[src/rtl/mips_decode_pkg.sv]
// Shared types and constants for the MIPS ALU-instruction decode pipe:
// opcode/funct encodings, ALU control codes, and the decoded queue entry.
package mips_decode_pkg;

  localparam logic [5:0] OP_RTYPE = 6'h00;
  localparam logic [5:0] OP_ADDI  = 6'h08;
  localparam logic [5:0] OP_ANDI  = 6'h0C;
  localparam logic [5:0] OP_ORI   = 6'h0D;
  localparam logic [5:0] OP_XORI  = 6'h0E;

  localparam logic [5:0] FN_ADD = 6'h20;
  localparam logic [5:0] FN_SUB = 6'h22;
  localparam logic [5:0] FN_AND = 6'h24;
  localparam logic [5:0] FN_OR  = 6'h25;
  localparam logic [5:0] FN_XOR = 6'h26;
  localparam logic [5:0] FN_NOR = 6'h27;

  typedef enum logic [2:0] {
    ALU_NONE = 3'b000,
    ALU_ADD  = 3'b010,
    ALU_SUB  = 3'b011,
    ALU_AND  = 3'b100,
    ALU_OR   = 3'b101,
    ALU_NOR  = 3'b110,
    ALU_XOR  = 3'b111
  } alu_op_e;

  typedef enum logic [1:0] {
    SRC2_REG  = 2'd0,
    SRC2_ZEXT = 2'd1,
    SRC2_SEXT = 2'd2
  } alu_src2_e;

  typedef enum logic {
    RUN    = 1'b0,
    HALTED = 1'b1
  } ctrl_state_e;

  typedef struct packed {
    logic        except;
    logic        rd_src;
    logic [4:0]  wr_reg;
    logic [4:0]  rs;
    logic [4:0]  rt;
    logic        writeenable;
    alu_src2_e   alu_src2;
    alu_op_e     alu_op;
    logic [31:0] imm32;
  } decode_entry_t;

  // Decode one instruction word; unrecognized words yield an inert entry
  // with only except set (rs/rt are still carried for debug visibility).
  function automatic decode_entry_t decode_inst(input logic [31:0] inst);
    decode_entry_t e;
    e        = '0;
    e.rs     = inst[25:21];
    e.rt     = inst[20:16];
    case (inst[31:26])
      OP_RTYPE: begin
        case (inst[5:0])
          FN_ADD:  e.alu_op = ALU_ADD;
          FN_SUB:  e.alu_op = ALU_SUB;
          FN_AND:  e.alu_op = ALU_AND;
          FN_OR:   e.alu_op = ALU_OR;
          FN_NOR:  e.alu_op = ALU_NOR;
          FN_XOR:  e.alu_op = ALU_XOR;
          default: e.except = 1'b1;
        endcase
      end
      OP_ADDI: begin
        e.alu_op   = ALU_ADD;
        e.alu_src2 = SRC2_SEXT;
        e.rd_src   = 1'b1;
        e.imm32    = {{16{inst[15]}}, inst[15:0]};
      end
      OP_ANDI, OP_ORI, OP_XORI: begin
        e.alu_op   = (inst[31:26] == OP_ANDI) ? ALU_AND :
                     (inst[31:26] == OP_ORI)  ? ALU_OR  : ALU_XOR;
        e.alu_src2 = SRC2_ZEXT;
        e.rd_src   = 1'b1;
        e.imm32    = {16'h0000, inst[15:0]};
      end
      default: e.except = 1'b1;
    endcase
    if (!e.except) begin
      e.writeenable = 1'b1;
      e.wr_reg      = e.rd_src ? inst[20:16] : inst[15:11];
    end
    return e;
  endfunction

endpackage

[src/rtl/mips_decode_pipe_if.sv]
// Handshake and decoded-field bundle between the decode pipe (slave) and its
// producer/consumer environment (master).
interface mips_decode_pipe_if #(
  parameter int CNT_W = 8
);
  logic             in_valid;
  logic             in_ready;
  logic [31:0]      inst;
  logic             out_valid;
  logic             out_ready;
  logic             rd_src;
  logic [4:0]       wr_reg;
  logic [4:0]       rs;
  logic [4:0]       rt;
  logic             writeenable;
  logic [1:0]       alu_src2;
  logic [2:0]       alu_op;
  logic [31:0]      imm32;
  logic             except;
  logic [CNT_W-1:0] except_cnt;
  logic             halted;
  logic             except_clr;

  modport slave (
    input  in_valid, inst, out_ready, except_clr,
    output in_ready, out_valid, rd_src, wr_reg, rs, rt, writeenable,
           alu_src2, alu_op, imm32, except, except_cnt, halted
  );

  modport master (
    output in_valid, inst, out_ready, except_clr,
    input  in_ready, out_valid, rd_src, wr_reg, rs, rt, writeenable,
           alu_src2, alu_op, imm32, except, except_cnt, halted
  );
endinterface

[src/rtl/mips_decode_pipe_fifo.sv]
// Output queue of decoded entries. has_space is registered from the next
// occupancy so a same-cycle pop never opens the input when full.
module decode_fifo
  import mips_decode_pkg::*;
#(
  parameter int DEPTH = 2
) (
  input  logic          clock,
  input  logic          reset,
  input  logic          push,
  input  logic          pop,
  input  decode_entry_t din,
  output decode_entry_t dout,
  output logic          not_empty,
  output logic          has_space
);
  localparam int PW = (DEPTH > 1) ? $clog2(DEPTH) : 1;
  localparam int CW = $clog2(DEPTH + 1);
  localparam logic [CW-1:0] FULL_CNT = CW'(DEPTH);

  decode_entry_t mem [DEPTH];
  logic [PW-1:0] wr_ptr, rd_ptr;
  logic [CW-1:0] count, count_next;
  logic          do_push, do_pop;

  assign do_push   = push && (count != FULL_CNT);
  assign do_pop    = pop && (count != '0);
  assign not_empty = (count != '0);
  assign dout      = not_empty ? mem[rd_ptr] : '0;

  // Next occupancy from this cycle's transfers.
  always_comb begin
    // NOTE: a default before the case keeps every path assigned, so no latch is inferred.
    count_next = count;
    case ({do_push, do_pop})
      2'b10:   count_next = count + CW'(1);
      2'b01:   count_next = count - CW'(1);
      default: count_next = count;
    endcase
  end

  // Pointers, occupancy and the registered space flag; pointers wrap at DEPTH (power of two).
  always_ff @(posedge clock) begin
    // NOTE: registers use non-blocking assignment so every flop samples pre-edge values.
    if (!reset) begin
      wr_ptr    <= '0;
      rd_ptr    <= '0;
      count     <= '0;
      has_space <= 1'b0;
    end else begin
      if (do_push) wr_ptr <= wr_ptr + PW'(1);
      if (do_pop)  rd_ptr <= rd_ptr + PW'(1);
      count     <= count_next;
      has_space <= (count_next != FULL_CNT);
    end
  end

  // Entry storage.
  always_ff @(posedge clock) begin
    // NOTE: storage is deliberately not reset; stale entries are masked by not_empty.
    if (do_push) mem[wr_ptr] <= din;
  end

endmodule

[src/rtl/mips_decode_pipe.sv]
// MIPS ALU-instruction decoder feeding a small output queue, with an
// exception counter and a RUN/HALTED control FSM that stops intake on
// an unrecognized instruction.
module mips_decode_pipe
  import mips_decode_pkg::*;
#(
  parameter int DEPTH          = 2,
  parameter int CNT_W          = 8,
  parameter bit HALT_ON_EXCEPT = 1'b1
) (
  input logic               clock,
  input logic               reset,
  mips_decode_pipe_if.slave bus
);
  ctrl_state_e      state;
  logic [CNT_W-1:0] except_cnt;
  decode_entry_t    dec, head;
  logic             has_space, not_empty;
  logic             accept, pop, accept_exc;

  assign dec        = decode_inst(bus.inst);
  assign bus.in_ready = has_space && (state == RUN);
  assign accept     = bus.in_valid && bus.in_ready;
  assign pop        = not_empty && bus.out_ready;
  assign accept_exc = accept && dec.except;

  decode_fifo #(.DEPTH(DEPTH)) u_fifo (
    .clock     (clock),
    .reset     (reset),
    .push      (accept),
    .pop       (pop),
    .din       (dec),
    .dout      (head),
    .not_empty (not_empty),
    .has_space (has_space)
  );

  // Control FSM and saturating exception counter; a clear that coincides
  // with an accepted exception counts that exception afresh.
  always_ff @(posedge clock) begin
    if (!reset) begin
      state      <= RUN;
      except_cnt <= '0;
    end else begin
      if (accept_exc && HALT_ON_EXCEPT) state <= HALTED;
      else if (bus.except_clr)          state <= RUN;

      if (bus.except_clr)
        except_cnt <= accept_exc ? CNT_W'(1) : '0;
      else if (accept_exc && (except_cnt != '1))
        except_cnt <= except_cnt + CNT_W'(1);
    end
  end

  assign bus.out_valid   = not_empty;
  assign bus.rd_src      = head.rd_src;
  assign bus.wr_reg      = head.wr_reg;
  assign bus.rs          = head.rs;
  assign bus.rt          = head.rt;
  assign bus.writeenable = head.writeenable;
  assign bus.alu_src2    = head.alu_src2;
  assign bus.alu_op      = head.alu_op;
  assign bus.imm32       = head.imm32;
  assign bus.except      = head.except;
  assign bus.except_cnt  = except_cnt;
  assign bus.halted      = (state == HALTED);

endmodule

[src/flat_wrapper.sv]
// flat-port wrapper written by rule: the top's interface ports become plain ports
module mips_decode_pipe_flat import mips_decode_pkg::*;
#(
  parameter int DEPTH          = 2,
  parameter int CNT_W          = 8,
  parameter bit HALT_ON_EXCEPT = 1'b1
)
  (clock, reset, bus_in_valid, bus_inst, bus_out_ready, bus_except_clr, bus_in_ready, bus_out_valid, bus_rd_src, bus_wr_reg, bus_rs, bus_rt, bus_writeenable, bus_alu_src2, bus_alu_op, bus_imm32, bus_except, bus_except_cnt, bus_halted);
  mips_decode_pipe_if #(.CNT_W(CNT_W)) bus_i ();
  input logic clock;
  input logic reset;
  input wire logic [$bits(bus_i.in_valid)-1:0] bus_in_valid;
  input wire logic [$bits(bus_i.inst)-1:0] bus_inst;
  input wire logic [$bits(bus_i.out_ready)-1:0] bus_out_ready;
  input wire logic [$bits(bus_i.except_clr)-1:0] bus_except_clr;
  output wire logic [$bits(bus_i.in_ready)-1:0] bus_in_ready;
  output wire logic [$bits(bus_i.out_valid)-1:0] bus_out_valid;
  output wire logic [$bits(bus_i.rd_src)-1:0] bus_rd_src;
  output wire logic [$bits(bus_i.wr_reg)-1:0] bus_wr_reg;
  output wire logic [$bits(bus_i.rs)-1:0] bus_rs;
  output wire logic [$bits(bus_i.rt)-1:0] bus_rt;
  output wire logic [$bits(bus_i.writeenable)-1:0] bus_writeenable;
  output wire logic [$bits(bus_i.alu_src2)-1:0] bus_alu_src2;
  output wire logic [$bits(bus_i.alu_op)-1:0] bus_alu_op;
  output wire logic [$bits(bus_i.imm32)-1:0] bus_imm32;
  output wire logic [$bits(bus_i.except)-1:0] bus_except;
  output wire logic [$bits(bus_i.except_cnt)-1:0] bus_except_cnt;
  output wire logic [$bits(bus_i.halted)-1:0] bus_halted;
  assign bus_i.in_valid = bus_in_valid;
  assign bus_i.inst = bus_inst;
  assign bus_i.out_ready = bus_out_ready;
  assign bus_i.except_clr = bus_except_clr;
  assign bus_in_ready = bus_i.in_ready;
  assign bus_out_valid = bus_i.out_valid;
  assign bus_rd_src = bus_i.rd_src;
  assign bus_wr_reg = bus_i.wr_reg;
  assign bus_rs = bus_i.rs;
  assign bus_rt = bus_i.rt;
  assign bus_writeenable = bus_i.writeenable;
  assign bus_alu_src2 = bus_i.alu_src2;
  assign bus_alu_op = bus_i.alu_op;
  assign bus_imm32 = bus_i.imm32;
  assign bus_except = bus_i.except;
  assign bus_except_cnt = bus_i.except_cnt;
  assign bus_halted = bus_i.halted;
  mips_decode_pipe #(.DEPTH(DEPTH), .CNT_W(CNT_W), .HALT_ON_EXCEPT(HALT_ON_EXCEPT)) u_core (.clock(clock), .reset(reset), .bus(bus_i));
endmodule
[config.mk]
export PLATFORM = sky130hd
export DESIGN_NAME = mips_decode_pipe_flat
export DESIGN_NICKNAME = d
export VERILOG_FILES = /design/src/rtl/mips_decode_pkg.sv /design/src/rtl/mips_decode_pipe_if.sv /design/src/rtl/mips_decode_pipe_fifo.sv /design/src/rtl/mips_decode_pipe.sv /design/src/flat_wrapper.sv
export SDC_FILE = /design/constraint.sdc
export NUM_CORES = 1
export LEC_CHECK = 0
export BUFFER_PORTS_ARGS = -buffer_cell sky130_fd_sc_hd__buf_2
export CAP_MARGIN = 20
export CORE_ASPECT_RATIO = 1.4
export CORE_MARGIN = 5
export CORE_UTILIZATION = 47
export DETAILED_ROUTE_END_ITERATION = 10
export PLACE_DENSITY = 0.74
export SYNTH_ARGS = -nofsm -noshare
export SYNTH_HDL_FRONTEND = slang
export SYNTH_HIERARCHICAL = 1
export SYNTH_SLANG_ARGS = --single-unit
[constraint.sdc]
create_clock -name clock -period 3.7 [get_ports clock]
set_clock_uncertainty 0.15 [all_clocks]
set_input_delay 0.185 -clock clock [delete_from_list [all_inputs] [get_ports clock]]
set_output_delay 0.185 -clock clock [all_outputs]
set_load 0.02 [all_outputs]
# Word-level counts from Yosys, hierarchy flattened
# Memory sizes are Yosys's and may differ from the RTL's. A register that Yosys moved wholly into a read port is not among the register bits.
# Index checks and enable logic that the tools add are counted.
# classes
add_sub_neg,5
n_eq_ne,15
mux,23
n_bitwise,1
n_reduce_logical,14
# op_table
cell,count
$pmux 32 s2,1
$mux 55,1
$eq 6x6->1 const B,6
$eq 6x4->1 const B,4
$pmux 3 s6,1
$mux 8,2
$mux 1,10
$mux 5,2
$pmux 3 s3,1
$add 8x1->8 const B,1
$ne 8x8->1 const B,1
$pmux 2 s2,2
$logic_and 1x1->1,7
$logic_not 6->1,1
$reduce_bool 2->1,3
$reduce_or 6->1,1
$ne 2x2->1 const B,2
$reduce_or 4->1,1
$mux 3,1
$reduce_or 3->1,1
$add 1x1->1 const B,2
$add 2x1->2 const B,1
$eq 2x1->1 const B,1
$eq 2x2->1 const B,1
4 further kinds,4
# word_totals
regBits,14
ramBits,110
inputBits,37
output_inout_bits,66
n_memories,1
# mem_list
name,words,word_bits,rd,rd_ports_with_merged_regs,wr,line,rtl
u_core.u_fifo.mem,2,55,1,1,1,mips_decode_pipe_fifo.sv:21,decode_entry_t mem [DEPTH];

# Longest topological paths before layout
# Gate-level depths: netlist of run 1.
# depth
word_depth,8
mapped_depth,12
mapped_depth_nobuf,9

# Cells and area by module
# Netlist of run 1, hierarchy kept.
# by_module_without_submodules
mod,n_inst,cells_each,area_per_inst_um2,seq_area_each_um2
decode_fifo,1,267,4423.0,3423.3
mips_decode_pipe,1,114,864.6,180.2

# Worst setup path before layout of run 1
# OpenSTA, ideal clock, no wires.
# synth_timing
kind,flip-flop to flip-flop
start,reg u_core.state (netlist: u_core/bus.halted)
end,mem u_core/u_fifo/mem[1][0] (netlist name) (enable)
t_arrival_ns,3.255
required_ns,3.082
slack_ns,-0.172
stages_incl_launch_ff,5
path_cell_list,dfxtp_1 and2b_2 and2_2 nand2_1 nor2_1
# synth_between
elab_chain_len,6
# synth_lines
element,line,rtl
start: declaration,mips_decode_pipe.sv:15,ctrl_state_e state;
start signal: assignment,mips_decode_pipe.sv:42,state <= RUN;
start signal: assignment,mips_decode_pipe.sv:45,if (accept_exc && HALT_ON_EXCEPT) state <= HALTED;
start signal: assignment,mips_decode_pipe.sv:46,else if (bus.except_clr) state <= RUN;
$not 1->1,mips_decode_pipe.sv:22,assign bus.in_ready = has_space && (state == RUN);
$logic_and 1x1->1,mips_decode_pipe.sv:22,
named net bus_in_ready,flat_wrapper.sv:16,output wire logic [$bits(bus_i.in_ready)-1:0] bus_in_ready;
$logic_and 1x1->1,mips_decode_pipe.sv:23,assign accept = bus.in_valid && bus.in_ready;
named net u_core.accept,mips_decode_pipe.sv:19,"logic accept, pop, accept_exc;"
$logic_and 1x1->1,mips_decode_pipe_fifo.sv:26,assign do_push = push && (count != FULL_CNT);
$mux 1,mips_decode_pipe_fifo.sv:61,if (do_push) mem[wr_ptr] <= din;
$mux 1 (not written as such),mips_decode_pipe_fifo.sv:61,
end: declaration,mips_decode_pipe_fifo.sv:21,
# The timed path passes the listed nets, and every way through them passes these cells.

==> results of run 1 <==
## report_power, final
part | internal [W] | total [W] | switching, W
registers | 0.00158 | 0.00161 | 0.0000284
clock network | 0.000978 | 0.00153 | 0.000550
logic | 0.000141 | 0.000398 | 0.000257
## worst max-delay path: cells and delay by family, from the launching register on
| family | cells | cell delay [ns] |
|---|---|---|
| buffers and inverters | 1 | 0.19 |
| flip-flops | 1 | 0.99 |
| multiplexers | 1 | 0.36 |
| AND/OR/NAND/NOR | 1 | 0.08 |
## per-layer routing
| metal | up-vias | wire length [um] | global-route usage [%] |
|---|---|---|---|
| met3 | 8 | 646 | 4.74 |
| met1 | 1642 | 4270 | 19.3 |
| li1 | 1666 | - | - |
| met4 | 0 | 101 | 5.69 |
| met2 | 91 | 5640 | 29.0 |
| met5 | - | 0 | 0 |
## sequential cells by signal, indices dropped and copies added, names as in the netlist, named ones only
name,count
u_core/bus.except_cnt,8
u_core/u_fifo/has_space,1
u_core/u_fifo/mem,110
u_core/bus.halted,1
u_core/u_fifo/wr_ptr,1
u_core/u_fifo/rd_ptr,1
u_core/u_fifo/count,2
## placed cells by master (no fill, tap or decap), types with 4 or more instances in the layout
cell type        n
edfxtp_1       110
buf_2          102
nor2_1          70
mux2i_1         60
dlygate4sd3_1   24
clkbuf_16       17
and2_1          16
inv_1           14
dfxtp_1         14
nand2_1          8
a21oi_1          7
o31ai_1          6
nand3_1          5
buf_4            5
clkinvlp_4       4
and3_1           4
or4_1            4
o21ai_0          4
## through the flow
stage	instance area [um^2]	worst slack [ns]	total power [W]	util [%]
after CTS	6720	1.31	0.00357	61.5
after global routing	6720	1.24	0.00367	61.5
after floorplan	5290	0.744	0.00189	-
final	6720	1.34	0.00354	61.5
after global placement	5920	1.46	0.00201	54.2
after detailed placement	5920	1.36	0.00202	54.2
## Yosys cell counts
master,n
o221ai_4,1
o21ai_0,4
o21bai_1,1
and2b_2,2
mux2i_1,60
and3_1,4
nand4_4,1
buf_4,7
nor2_1,73
nor3_2,1
xnor2_1,2
dfxtp_1,15
o31ai_1,6
nor2b_1,1
xor2_1,3
ha_1,2
o41ai_1,1
or3_1,3
maj3_4,1
inv_1,15
o311ai_0,1
nand2_1,8
a211oi_1,1
a21o_1,1
or4_1,4
and2_2,1
nor4_1,1
o2111ai_1,1
nand3b_1,1
and2_1,16
o22ai_1,1
buf_6,2
and4_1,1
o211ai_1,2
nand2b_1,1
a31oi_1,1
buf_2,6
nor4b_1,1
o21a_1,1
a21oi_1,7
clkbuf_1,1
nor3_1,3
nand3_1,5
edfxtp_1,110
nor3b_1,1
## final cells by class
type,instances,area share (%)
sequential,125,53.7
multi-input combinational,225,22.9
timing repair buffer,131,11.7
clock buffer,19,6.44
tap,141,2.62
clock inverter,13,1.86
inverter,15,0.838
## logic make-up after synthesis
| group | share of synthesized area [%] |
|---|---|
| xor gates and xnor gates | 0.828 |
| adders and majority gates | 0.733 |
| muxes | 11.4 |
| AOI/OAI and AO/OA | 3.98 |
| DFF | 68.1 |
| and+or+nand+nor | 11.8 |
| buffers and inverters | 3.12 |
## final timing paths
kind / start / end / depth (start not counted) / slack (ns)
max: flop / bus_writeenable / 3 / 1.34
min: bus_inst[0] / u_core/u_fifo/mem[1][0]$_DFFE_PP_ / 2 / 0.03
max reg2reg: u_core/bus.halted$_SDFFE_PN0P_ / u_core/u_fifo/mem[1][54]$_DFFE_PP_ / 5 / 1.54
min reg2reg: u_core/u_fifo/rd_ptr$_SDFFE_PN0P_ / u_core/u_fifo/rd_ptr$_SDFFE_PN0P_ / 2 / 0.36
==> flow_metrics.env, run 1 <==
export IMPL_status="finished, final reports clean"
export IMPL_clock_path_buffers=2
export IMPL_drive_gt1_share_pct=27.7
export IMPL_cts_buffers_inserted=17
export IMPL_finalSetupViolations=0
export IMPL_drv_cap=0
export IMPL_wl_um=10700
export IMPL_end_kind="output pin"
export IMPL_synth_top_area_share_pct=62.5
export IMPL_slew_headroom_pct=34.9
export IMPL_hold_slack_ns=0.0250
export IMPL_synthCells=381
export IMPL_first_global_vias=3558
export IMPL_drt_antenna_violating_nets=0
export IMPL_vias=3407
export IMPL_globalRouteTotalUtil_pct=16.6
export IMPL_grt_antenna_before_repair=0
export IMPL_n_antenna_cell=0
export IMPL_die_x_um=99.6
export IMPL_rsz0062_at_grt="false"
export IMPL_io_pins=103
export IMPL_path_cells="mux2i_1, nor2_1, buf_2"
export IMPL_period_share_pct=63.8
export IMPL_nFillCells=835
export IMPL_fin_cells=669
export IMPL_regArea_um2=3610
export IMPL_clk_latency_ns=0.40
export IMPL_arrival_ns=2.02
export IMPL_cp_slowest_cell="dfxtp_4"
export IMPL_synth_area_top_cells="edfxtp_1 62%, mux2i_1 11%, dfxtp_1 5.7%"
export IMPL_die_y_um=136
export IMPL_routedWlPerCell_um=15.9
export IMPL_fp_row_count=45
export IMPL_fmax_ghz=0.424
export IMPL_yosysUniqueCellTypes=45
export IMPL_multi_input_area_um2=1540
export IMPL_port_buffers=102
export IMPL_dieArea_um2=13500
export IMPL_cts_max_level=4
export IMPL_timing_setup_tns_ns=0
export IMPL_drt_first_pass_iters=4
export IMPL_syn_num_nets=420
export IMPL_cts_setup_buffers=0
export IMPL_hold_viol_final=0
export IMPL_placed_cells=613
export IMPL_cts_sinks=125
export IMPL_postSynthAreaPerCell_um2=13.9
export IMPL_final_max_slew_viol_count=0
export IMPL_crit_fanout=55
export IMPL_ctsHoldBuffers=24
export IMPL_drcViolationCount=0
export IMPL_yosysWarningCount=6
export IMPL_syn_cell_area_um2=5290
export IMPL_grt_pass1_wl_um=17300
export IMPL_cts_tree="yes"
export IMPL_synth_seq_cells=125
export IMPL_clk_pin_slew_ns=0.05
export IMPL_seq_area_frac_synth_pct=68.1
export IMPL_gp_routability_congestion=0.742
export IMPL_viasPerCell=5.09
export IMPL_start_kind="flop"
export IMPL_synth_largest_area_cell="edfxtp_1"
export IMPL_peakVddDrop_mv=0.344
export IMPL_powerDensity_nw_per_um2=526
export IMPL_grt_overflow=0
export IMPL_slowest_delay_ns=0.99
export IMPL_drt_initial_drc_count=158
export IMPL_required_ns=3.37
export IMPL_grt_max_degree=56
export IMPL_final_nets=554
export IMPL_min_period_ns=2.36
export IMPL_area_growth_pct=27.1
export IMPL_root_buffer="clkbuf_16"
export IMPL_tightest_slew_ns=0.977
export IMPL_initial_utilization_pct=48.4
export IMPL_cts_resized=0
export IMPL_hold_class="primary input to flop"
export IMPL_core_um2=10900
export IMPL_critPathKind="flop to output pin"
export IMPL_hpwl_um=6920
export IMPL_leakage_nw=2.58
Note: power is estimated with default switching activity, not from simulation.
==> run 2: changes to the inputs <==
- clock period: 3.7 -> 2 ns (I/O delays scaled with it)
==> flow_metrics.env, run 2 (same netlist as run 1, synthesis figures left out) <==
export IMPL_tightest_slew_ns=0.436
export IMPL_fmax_ghz=0.521
export IMPL_clk_latency_ns=0.41
export IMPL_final_nets=577
export IMPL_core_um2=10900
export IMPL_final_max_slew_viol_count=0
export IMPL_end_kind="flop"
export IMPL_drt_antenna_violating_nets=0
export IMPL_hpwl_um=6860
export IMPL_grt_antenna_before_repair=0
export IMPL_clock_path_buffers=2
export IMPL_drv_cap=0
export IMPL_first_global_vias=3592
export IMPL_hold_class="primary input to flop"
export IMPL_hold_viol_final=0
export IMPL_root_buffer="clkbuf_16"
export IMPL_pwr_share_clk_pct=45.1
export IMPL_largest_reg_flops=110
export IMPL_clk_pin_slew_ns=0.06
export IMPL_drt_initial_drc_count=133
export IMPL_pwr_share_seq_pct=42.8
export IMPL_grt_overflow=0
export IMPL_nFillCells=819
export IMPL_dieArea_um2=13500
export IMPL_required_ns=2.18
export IMPL_cts_tree="yes"
export IMPL_grt_max_degree=56
export IMPL_internal_power_w=0.00522
export IMPL_arrival_ns=2.10
export IMPL_fp_row_count=45
export IMPL_rsz0062_at_grt="false"
export IMPL_finalSetupViolations=0
export IMPL_critPathKind="flop to flop"
export IMPL_vias=3542
export IMPL_viasPerCell=5.12
export IMPL_powerDensity_nw_per_um2=974
export IMPL_period_share_pct=96.0
export IMPL_largestRegisters="u_core/u_fifo/mem x110, u_core/bus.except_cnt x8, u_core/u_fifo/count x2"
export IMPL_wl_um=10900
export IMPL_drcViolationCount=0
export IMPL_cts_buffers_inserted=17
export IMPL_final_cell_mix="110 x edfxtp_1, 102 x buf_2, 70 x nor2_1"
export IMPL_largest_register="u_core/u_fifo/mem"
export IMPL_final_common_cell="edfxtp_1"
export IMPL_grt_pass1_wl_um=17300
export IMPL_hold_slack_ns=0.0183
export IMPL_start_kind="flop"
export IMPL_min_period_ns=1.92
export IMPL_gp_routability_congestion=0.799
export IMPL_slew_headroom_pct=71.0
export IMPL_cts_sinks=125
export IMPL_peakVddDrop_mv=0.691
export IMPL_cts_max_level=4
export IMPL_globalRouteTotalUtil_pct=16.7
export IMPL_leakage_nw=2.74
export IMPL_swShare_pct=24.3
export IMPL_status="finished, final reports clean"
export IMPL_crit_fanout=9
export IMPL_p_switching_w=0.00168
export IMPL_initial_utilization_pct=48.4
export IMPL_die_x_um=99.6
export IMPL_drive_gt1_share_pct=31.6
export IMPL_port_buffers=102
export IMPL_die_y_um=136
export IMPL_area_growth_pct=34.1
export IMPL_dpl_cell_area_um2=6080
export IMPL_postLayoutCellArea_um2=7090
export IMPL_n_antenna_cell=0
export IMPL_io_pins=103
export IMPL_routedWlPerCell_um=15.7
export IMPL_drt_first_pass_iters=6
export IMPL_p_comb_share_pct=12.1
-- run 2: power groups by stage --
stage                     clock network [W]  registers (W)  logic [W]
after global placement                    0        0.00301   0.000751
after floorplan                           0        0.00301   0.000504
after global routing                0.00331        0.00296   0.000905
final                               0.00311        0.00296   0.000836
after CTS                           0.00316        0.00296   0.000828
after detailed placement                  0        0.00301   0.000768
-- run 2: routing by layer --
| layer | vias to the layer above | routed length, um | track usage [%] |
|---|---|---|---|
| met5 | - | 0 | 0 |
| met2 | 93 | 5750 | 29.7 |
| met1 | 1723 | 4340 | 18.3 |
| met3 | 12 | 622 | 6.23 |
| li1 | 1714 | - | - |
| met4 | 0 | 144 | 5.85 |
-- run 2: area by class of cell --
class	count	area (um^2)	share of cell area, %
clock inverter	15	185	2.61
multi-input combinational	225	1570	22.2
clock buffer	17	425	6.00
tap	141	176	2.49
timing repair buffer	154	1060	15.0
sequential	125	3610	50.9
inverter	15	60.1	0.847
-- run 2: final timing paths --
check                                     from  slack, ns  cells past startpoint                                     to
max             u_core/bus.halted$_SDFFE_PN0P_       0.08                      6  u_core/bus.except_cnt[5]$_SDFFE_PN0P_
min                               bus_inst[28]       0.02                      3     u_core/u_fifo/mem[1][32]$_DFFE_PP_
max reg2reg     u_core/bus.halted$_SDFFE_PN0P_       0.08                      6  u_core/bus.except_cnt[5]$_SDFFE_PN0P_
min reg2reg  u_core/u_fifo/rd_ptr$_SDFFE_PN0P_       0.37                      2      u_core/u_fifo/rd_ptr$_SDFFE_PN0P_
-- run 2: critical path: stages, from the launching register on --
cell and delay (ns):
dfxtp_2 0.32, and2b_2 0.21, and2_4 0.19, o221ai_4 0.17, buf_4 0.19, or4_1 0.45, a21oi_1 0.16
-- run 2: metrics by stage --
stage          power (W)  worst slack (ns)  setup TNS (ns)  instances  util [%]
2_1_floorplan    0.00351            -0.292          -30.06        381         -
3_3_place_gp     0.00376             0.203               0        620      55.7
3_5_place_dp     0.00378            0.0814               0        620      55.7
4_1_cts          0.00695            0.0444               0        686      64.4
5_1_grt          0.00718            0.0319               0        692      64.9
6_report         0.00690            0.0802               0        692      64.9
-- run 2: timing repair --
| action | in CTS | in global routing |
|---|---|---|
| setup endpoints to repair | 9 | 4 |
| resized for setup | 1 | 5 |
| hold buffers | 32 | 0 |
| setup buffers | 2 | 6 |
| pin swaps | 0 | 1 |
| endpoints found under the hold margin | 81 | 0 |
